`src/rtl/factorial_pkg.sv`:
```
// rtl/factorial_pkg.sv - shared state encoding for the factorial engine
package factorial_pkg;

    localparam int STATE_W = 2;

    typedef enum logic [STATE_W-1:0] {
        IDLE = 2'd0,
        CALC = 2'd1,
        DONE = 2'd2
    } state_t;

endpackage

```
`src/rtl/fact_ctrl.sv`:
```
// rtl/fact_ctrl.sv - IDLE/CALC/DONE controller issuing load, store and status strobes
module fact_ctrl
    import factorial_pkg::*;
(
    input  logic clk,
    input  logic resetn,
    input  logic in_valid,
    input  logic out_ready,
    input  logic i_lt_n,
    output logic ld_o,
    output logic st_o,
    output logic busy_o,
    output logic valid_o,
    output logic in_ready_o
);

    state_t state_q, state_d;

    always_ff @(posedge clk) begin
        if (!resetn) begin
            state_q <= IDLE;
        end else begin
            state_q <= state_d;
        end
    end

    always_comb begin
        state_d = state_q;
        case (state_q)
            IDLE:    if (in_valid)  state_d = CALC;
            CALC:    if (!i_lt_n)   state_d = DONE;
            DONE:    if (out_ready) state_d = IDLE;
            default: state_d = IDLE;
        endcase
    end

    always_comb begin
        in_ready_o = (state_q == IDLE);
        ld_o       = (state_q == IDLE) && in_valid;
        busy_o     = (state_q == CALC);
        st_o       = (state_q == CALC) && !i_lt_n;
        valid_o    = (state_q == DONE);
    end

endmodule

```
`src/rtl/factorial_engine.sv`:
```
// rtl/factorial_engine.sv - iterative N! with one multiply per cycle and sticky overflow
module factorial_engine
    import factorial_pkg::*;
#(
    parameter int NW  = 8,
    parameter int W   = 16,
    parameter int SAT = 0
) (
    input  logic          CLK,
    input  logic          RST,
    input  logic          in_valid,
    output logic          in_ready,
    input  logic [NW-1:0] n_i,
    output logic          out_valid,
    input  logic          out_ready,
    output logic [W-1:0]  result_o,
    output logic          ovf_o,
    output logic          busy_o
);

    logic [NW-1:0]   n_q, n_d, i_q, i_d, i_plus;
    logic [W-1:0]    acc_q, acc_d, result_q, result_d;
    logic            ovf_q, ovf_d, ovf_out_q, ovf_out_d;
    logic            lt_q, lt_d;
    logic [W+NW-1:0] prod;
    logic            ld, st, busy;

    fact_ctrl u_ctrl (
        .clk        (CLK),
        .resetn     (RST),
        .in_valid   (in_valid),
        .out_ready  (out_ready),
        .i_lt_n     (lt_q),
        .ld_o       (ld),
        .st_o       (st),
        .busy_o     (busy),
        .valid_o    (out_valid),
        .in_ready_o (in_ready)
    );

    assign i_plus = i_q + NW'(1);
    assign prod   = (W+NW)'(acc_q) * (W+NW)'(i_plus);

    // The loop-exit compare is registered one cycle behind the counter so the
    // controller never sees the multiplier path; capture forces one settle cycle.
    always_comb begin
        n_d       = n_q;
        i_d       = i_q;
        acc_d     = acc_q;
        ovf_d     = ovf_q;
        lt_d      = lt_q;
        result_d  = result_q;
        ovf_out_d = ovf_out_q;
        if (ld) begin
            n_d   = n_i;
            i_d   = NW'(1);
            acc_d = W'(1);
            ovf_d = 1'b0;
            lt_d  = 1'b1;
        end else if (busy) begin
            lt_d = (i_q < n_q);
            if (i_q < n_q) begin
                i_d   = i_plus;
                acc_d = prod[W-1:0];
                ovf_d = ovf_q | (|prod[W+NW-1:W]);
            end
        end
        if (st) begin
            result_d  = ((SAT != 0) && ovf_q) ? {W{1'b1}} : acc_q;
            ovf_out_d = ovf_q;
        end
    end

    always_ff @(posedge CLK) begin
        if (!RST) begin
            n_q       <= '0;
            i_q       <= '0;
            acc_q     <= '0;
            ovf_q     <= 1'b0;
            lt_q      <= 1'b0;
            result_q  <= '0;
            ovf_out_q <= 1'b0;
        end else begin
            n_q       <= n_d;
            i_q       <= i_d;
            acc_q     <= acc_d;
            ovf_q     <= ovf_d;
            lt_q      <= lt_d;
            result_q  <= result_d;
            ovf_out_q <= ovf_out_d;
        end
    end

    assign result_o = result_q;
    assign ovf_o    = ovf_out_q;
    assign busy_o   = busy;

endmodule

```
`config.mk`:
```
export PLATFORM = sky130hd
export DESIGN_NAME = factorial_engine
export DESIGN_NICKNAME = d
export VERILOG_FILES = /design/src/rtl/factorial_pkg.sv /design/src/rtl/fact_ctrl.sv /design/src/rtl/factorial_engine.sv
export SDC_FILE = /design/constraint.sdc
export NUM_CORES = 1
export LEC_CHECK = 0
export ABC_AREA = 0
export CORE_MARGIN = 2
export CORE_UTILIZATION = 60
export CTS_BUF_LIST = sky130_fd_sc_hd__clkbuf_8
export CTS_CLUSTER_SIZE = 12
export DETAILED_ROUTE_END_ITERATION = 8
export PLACE_DENSITY = 0.8
export SYNTH_ARGS = -nofsm -noshare
export SYNTH_HDL_FRONTEND = slang
export SYNTH_SLANG_ARGS = --single-unit
```
`constraint.sdc`:
```
create_clock -name CLK -period 11.8 [get_ports CLK]
set_clock_uncertainty 0.2 [all_clocks]
set_input_delay 1.77 -clock CLK [delete_from_list [all_inputs] [get_ports CLK]]
set_output_delay 1.77 -clock CLK [all_outputs]
set_load 0.01 [all_outputs]
```
==> results of run 1 <==
final cells by class:
cell class	count	area (sq um)	area share, %
Clock buffer	5	68.8	1.02
Multi-Input combinational cell	556	4700	69.7
Clock inverter	2	38.8	0.575
Tap cell	136	170	2.52
Inverter	99	372	5.51
Timing Repair Buffer	34	333	4.94
Sequential cell	53	1060	15.7
routing by layer:
metal / share of wire, % / up-vias / wire length (um) / GRT usage (%)
met5: 0 / - / 0 / 0
met4: 3.5 / 0 / 478 / 9.40
met3: 6.0 / 44 / 827 / 3.07
met2: 51 / 187 / 7010 / 46.1
met1: 40 / 2442 / 5510 / 33.2
li1: - / 2344 / - / -
flip-flops by register name, indices dropped and copies added, names as in the netlist:
register        flops
acc_q              16
result_o           16
i_q                 8
n_q                 8
u_ctrl.state_q      2
lt_q                1
ovf_o               1
ovf_q               1
logic make-up after synthesis:
| logic type | count (synthesis) |
|---|---|
| multiplexers | 11 |
| AND/OR/NAND/NOR | 274 |
| XOR/XNOR | 25 |
| buffers and inverters | 134 |
| flip-flops | 53 |
| adder cells (fa/ha/maj) | 136 |
| AO/OA/AOI/OAI | 110 |
cells in the final DEF (no fill, tap or decap), types with 31 or more instances in the layout:
cell and count:
fa_1 84, nand2_1 116, ha_1 52, a21boi_0 31, nor2_1 40, and2_1 71
a21oi_1 35, inv_1 98, dfxtp_1 53, clkdlybuf4s50_1 31
synthesized netlist by cell type, types with 2 or more instances:
| master | n |
|---|---|
| a2111oi_0 | 3 |
| a211oi_1 | 2 |
| a21boi_0 | 31 |
| a21o_1 | 9 |
| a21oi_1 | 35 |
| a31oi_1 | 3 |
| and2_1 | 71 |
| buf_6 | 2 |
| clkbuf_1 | 32 |
| dfxtp_1 | 53 |
| fa_1 | 84 |
| ha_1 | 52 |
| inv_1 | 98 |
| mux2i_1 | 11 |
| nand2_1 | 116 |
| nand2b_1 | 15 |
| nand3_1 | 9 |
| nand4_1 | 4 |
| nor2_1 | 40 |
| nor2b_1 | 10 |
| nor3_1 | 5 |
| o211ai_1 | 2 |
| o21a_1 | 4 |
| o21ai_0 | 11 |
| xnor2_1 | 16 |
| xor2_1 | 9 |
power breakdown:
group | switching (mW) | leakage [nW] | internal (mW)
Combinational | 0.0298 | 2.48 | 0.0197
Sequential | 0.00757 | 0.429 | 0.184
Clock | 0.0666 | 0.0546 | 0.0631
Total | 0.104 | 2.96 | 0.266
how the worst max path moves through the flow:
| stage | to | slack (ns) | depth (start not counted) |
|---|---|---|---|
| global placement | ovf_q | 5.05 | 20 |
| CTS | ovf_q | 4.61 | 20 |
| floorplan | ovf_q | 5.97 | 23 |
| detailed placement | ovf_q | 4.70 | 21 |
| global route | ovf_q | 4.16 | 20 |
| finish | ovf_q | 4.44 | 20 |
stage by stage:
step	std cells	util (%)	instance area, sq um	hold slack, ns
final	885	65.9	6740	0.277
after global routing	885	65.9	6740	0.305
after CTS	885	65.9	6740	0.281
after detailed placement	878	64.9	6640	0.266
after global placement	878	64.9	6640	0.259
after floorplan	743	-	6280	0.243
worst reg2reg max path, cell delays in order, from the launching register on:
cell       delay, ns
dfxtp_1         0.80
nand3_1         0.24
inv_1           0.10
nand3_1         0.15
nor2_1          0.19
xor2_1          0.97
nand2_1         0.21
fa_1            0.55
fa_1            0.52
fa_1            0.55
inv_1           0.05
fa_1            0.47
ha_1            0.45
a21oi_1         0.27
a21oi_1         0.10
a2111oi_0       0.45
o21ai_1         0.23
a21boi_0        0.27
xnor2_1         0.15
nor3_1          0.07
a311oi_1        0.27
==> results.py, run 1 <==
metrics = {
    "floorplan": {
        "die_y_um": 106,
        "io-pin-count": 32,
        "dieArea_sq_um": 11300,
        "core_area_sq_um": 10200,
        "rows": 37,
        "start_util_pct": 61.4,
        "dieWidth_um": 106,
    },
    "drt": {
        "routed_wl_mm": 13.8,
        "routedWlPerCell_um": 15.6,
        "viasPerCell": 5.67,
        "antenna_left": 0,
        "drc": 0,
        "vias": 5017,
        "firstDrtPassIters": 5,
        "drtIter0Drc": 312,
    },
    "sta": {
        "setup_slack_ns": 4.44,
        "hold_viol_final": 0,
        "setup_tns_ns": 0,
        "slew_headroom_pct": 18.0,
        "fmax_mhz": 136,
        "period_share_pct": 62.4,
        "layout_min_cycle_time_ns": 7.36,
        "worstMarginPinSlew_ns": 1.23,
        "setup_violations": 0,
        "grt_setup_unrepaired": "false",
        "drv_slew": 0,
    },
    "worst_setup_path": {
        "path_common_cell": "fa_1",
        "cp.arrival_ns": 7.37,
        "cpPeakStageDelay_ns": 0.97,
        "r2r_cells": 20,
        "worstPathCellList": "nand3_1 -> inv_1 -> nand3_1 -> nor2_1 -> xor2_1 -> nand2_1 -> fa_1 -> fa_1 -> fa_1 -> inv_1 -> fa_1 -> ha_1 -> a21oi_1 -> a21oi_1 -> a2111oi_0 -> o21ai_1 -> a21boi_0 -> xnor2_1 -> nor3_1 -> a311oi_1",
        "cp_data_required_time_ns": 11.80,
        "critPathTopFamily": "adder cells",
        "cp-end-kind": "register",
        "crit_type": "register to register",
        "critPathMaxFanout": 20,
        "ff2ff_setup_slack_ns": 4.44,
        "critPathLaunchType": "register",
        "crit_start": "i_q[0]",
        "r2r-end": "ovf_q",
        "r2r_start": "i_q[0]",
        "path_buf_inv": 2,
        "crit_slowest_cell": "xor2_1",
    },
    "final_layout": {
        "final_nets": 897,
        "area_growth_pct": 7.33,
        "drive_above_1_share_pct": 2.00,
        "n_antenna_cell": 0,
        "fillers": 834,
    },
    "logic_synthesis": {
        "synth_mux_area_share_pct": 1.75,
        "netlist_instances": 743,
        "synth_top_area_share_pct": 26.8,
        "async_reset_ff_share_pct": 0,
        "synth_area_leader_cell": "fa_1",
        "ys_types": 42,
        "synthSimpleGateAreaFrac_pct": 20.8,
        "syn-cell-area_sq_um": 6280,
        "synth_top_family_by_area": "adder cells",
        "synth-compound-area-share_pct": 11.7,
        "yosysSeqAreaShare_pct": 16.9,
        "ys_top_cells_by_area": "fa_1, dfxtp_1, ha_1, and2_1, nand2_1",
        "syn_nets": 891,
        "ys.flop_type": "dfxtp_1",
        "synth-adder-area-share_pct": 37.1,
        "synth_edf_count": 0,
        "synthXorXnorAreaFrac_pct": 3.49,
        "syn_avg_cell_area_sq_um": 8.46,
        "yosysWarnings": 0,
        "synth_seq_cells": 53,
    },
    "global_route": {
        "overflow": 0,
        "grt_max_degree": 32,
        "antenna_found_initial": 0,
        "grt_pass1_vias": 5329,
        "grt_pass1_wl_mm": 24.2,
        "gr-usage-all-layers_pct": 26.2,
    },
    "placement": {
        "io_buffers": 31,
        "hpwl_mm": 10.6,
        "pre_cts_ws_ns": 4.70,
        "gp_congestion": 0.936,
    },
    "job": {
        "drv_cap": 0,
    },
    "min_path": {
        "hp-class": "register to register",
        "holdCritStartpoint": "n_q[4]",
        "hold_end": "n_q[4]",
        "min_delay_path_depth": 2,
    },
    "clocking": {
        "root_buffer": "clkbuf_8",
        "cts_tree": "done",
        "hold_buffers": 0,
        "cts.htree.levels": 2,
        "clock_path_buffers": 2,
        "clkTransAtPathRegs_ns": 0.11,
        "cts_resized": 0,
        "post_cts_buffers": 0,
        "clock_sinks": 53,
        "cts_made_buffers": 5,
        "worstSkewPairLatency_ns": 0.32,
    },
    "power": {
        "power_mw": 0.370,
        "power_density_nw_per_um2": 54.9,
        "ir_worst_vdd_uv": 67.1,
        "p_leak_nw": 2.96,
    },
    "run_status": {
        "outcome": "finished clean",
    },
}
Note: power is estimated with default switching activity, not from simulation.
==> run 2: changes to the inputs <==
- CORE_UTILIZATION: 60 -> 57
- PLACE_DENSITY: 0.8 -> 0.79
- clock period: 11.8 -> 6.7 ns (I/O delays scaled with it)
==> results.py, run 2 (synthesis gave the netlist of run 1 again) <==
metrics = {
    "drt": {
        "antenna_left": 0,
        "vias": 5079,
        "drtIter0Drc": 298,
        "drc": 0,
        "viasPerCell": 5.67,
        "routed_wl_mm": 14.2,
        "routedWlPerCell_um": 15.8,
        "firstDrtPassIters": 5,
    },
    "power": {
        "p_leak_nw": 2.98,
        "power_density_nw_per_um2": 91.9,
        "ir_worst_vdd_uv": 124,
    },
    "sta": {
        "worstMarginPinSlew_ns": 0.948,
        "fmax_mhz": 163,
        "grt_setup_unrepaired": "false",
        "whs_ns": 0.277,
        "hold_viol_final": 0,
        "setup_tns_ns": 0,
        "layout_min_cycle_time_ns": 6.12,
        "period_share_pct": 91.4,
        "setup_violations": 0,
        "slew_headroom_pct": 36.6,
        "drv_slew": 0,
    },
    "worst_setup_path": {
        "worstPathCellList": "ha_1 -> nand3_1 -> xnor2_1 -> buf_4 -> and2_1 -> fa_1 -> fa_1 -> inv_1 -> fa_1 -> fa_1 -> inv_1 -> ha_1 -> a21o_1 -> a21oi_1 -> a21oi_1 -> o41ai_2 -> a31oi_1 -> a41oi_1 -> xor2_1 -> a311oi_1",
        "r2r-end": "ovf_q",
        "critPathLaunchType": "register",
        "crit_type": "register to register",
        "critPathMaxFanout": 16,
        "r2r_start": "i_q[0]",
        "r2r_cells": 20,
        "critPathTopFamily": "adder cells",
        "ff2ff_setup_slack_ns": 0.58,
        "crit_slowest_cell": "fa_1",
        "cp_data_required_time_ns": 6.71,
        "path_buf_inv": 3,
        "cp-end-kind": "register",
        "path_common_cell": "fa_1",
        "cpPeakStageDelay_ns": 0.56,
        "cp.arrival_ns": 6.13,
    },
    "clocking": {
        "hold_buffers": 0,
        "clock_path_buffers": 2,
        "cts_made_buffers": 5,
        "cts.htree.levels": 2,
        "cts_resized": 0,
        "worstSkewPairLatency_ns": 0.32,
        "root_buffer": "clkbuf_8",
        "clock_sinks": 53,
        "post_cts_buffers": 0,
        "clkTransAtPathRegs_ns": 0.10,
        "cts_tree": "done",
    },
    "final_layout": {
        "post-route-util_pct": 62.8,
        "final_cell_mix": "nand2_1, inv_1, fa_1",
        "drive_above_1_share_pct": 2.78,
        "n_antenna_cell": 0,
        "area_growth_pct": 7.81,
        "layout_commonest_cell": "nand2_1",
        "fillers": 880,
        "final_nets": 903,
    },
    "global_route": {
        "grt_max_degree": 32,
        "gr-usage-all-layers_pct": 25.3,
        "antenna_found_initial": 0,
        "grt_pass1_wl_mm": 23.7,
        "overflow": 0,
        "grt_pass1_vias": 5088,
    },
    "floorplan": {
        "dieWidth_um": 109,
        "dieArea_sq_um": 11900,
        "core_area_sq_um": 10800,
        "die_y_um": 109,
        "rows": 38,
        "start_util_pct": 58.2,
        "io-pin-count": 32,
    },
    "placement": {
        "gp_congestion": 0.872,
        "hpwl_mm": 10.8,
        "io_buffers": 31,
    },
    "min_path": {
        "hold_end": "n_q[1]",
        "holdCritStartpoint": "n_q[1]",
        "hp-class": "register to register",
        "min_delay_path_depth": 2,
    },
    "job": {
        "drv_cap": 0,
    },
    "run_status": {
        "outcome": "finished clean",
    },
}
==> run 2: worst max-delay path by stage <==
| stage | startpoint | to | slack [ns] | cells past startpoint |
|---|---|---|---|---|
| after detailed placement | i_q[0] | ovf_q | 0.62 | 20 |
| after CTS | i_q[0] | ovf_q | 0.59 | 20 |
| after floorplan | i_q[0] | ovf_q | 0.87 | 23 |
| after global placement | i_q[0] | ovf_q | 0.89 | 20 |
| final | i_q[0] | ovf_q | 0.58 | 20 |
| after global routing | i_q[0] | ovf_q | 0.26 | 20 |
==> run 2: layer usage <==
| metal | track usage, % | up-vias | wire (um) |
|---|---|---|---|
| met5 | 0 | - | 0 |
| met4 | 8.97 | 0 | 437 |
| met3 | 3.35 | 36 | 675 |
| met2 | 43.8 | 134 | 7000 |
| met1 | 32.4 | 2547 | 6060 |
| li1 | - | 2362 | - |
==> run 2: worst reg2reg max path, delay by kind of cell, from the launching register on <==
| family | cells | cell delay (ns) |
|---|---|---|
| xor+xnor | 2 | 0.26 |
| fa+ha+maj | 6 | 2.67 |
| flops | 1 | 0.43 |
| compound gates | 7 | 1.81 |
| simple gates | 2 | 0.35 |
| buf+inv | 3 | 0.30 |
==> run 2: area by class of cell <==
cell class                 instances  area (sq um)  area share, %
inverter                          99           372           5.49
tap                              140           175           2.59
timing repair buffer              40           378           5.58
sequential                        53          1060           15.7
multi-input combinational        556          4700           69.4
clock inverter                     3          18.8          0.277
clock buffer                       5          68.8           1.02
==> run 2: power breakdown <==
part / switching, mW / leakage, nW / internal (mW)
Clock: 0.120 / 0.0416 / 0.0727
Combinational: 0.0598 / 2.51 / 0.0377
Sequential: 0.00924 / 0.429 / 0.323
==> run 2: through the flow <==
step / total power, mW / worst slack [ns] / std cells / instance area (sq um)
2_1_floorplan: 0.404 / 0.870 / 743 / 6280
3_3_place_gp: 0.433 / 0.891 / 888 / 6690
3_5_place_dp: 0.436 / 0.619 / 888 / 6690
4_1_cts: 0.625 / 0.592 / 896 / 6770
5_1_grt: 0.647 / 0.257 / 896 / 6770
6_report: 0.622 / 0.577 / 896 / 6770
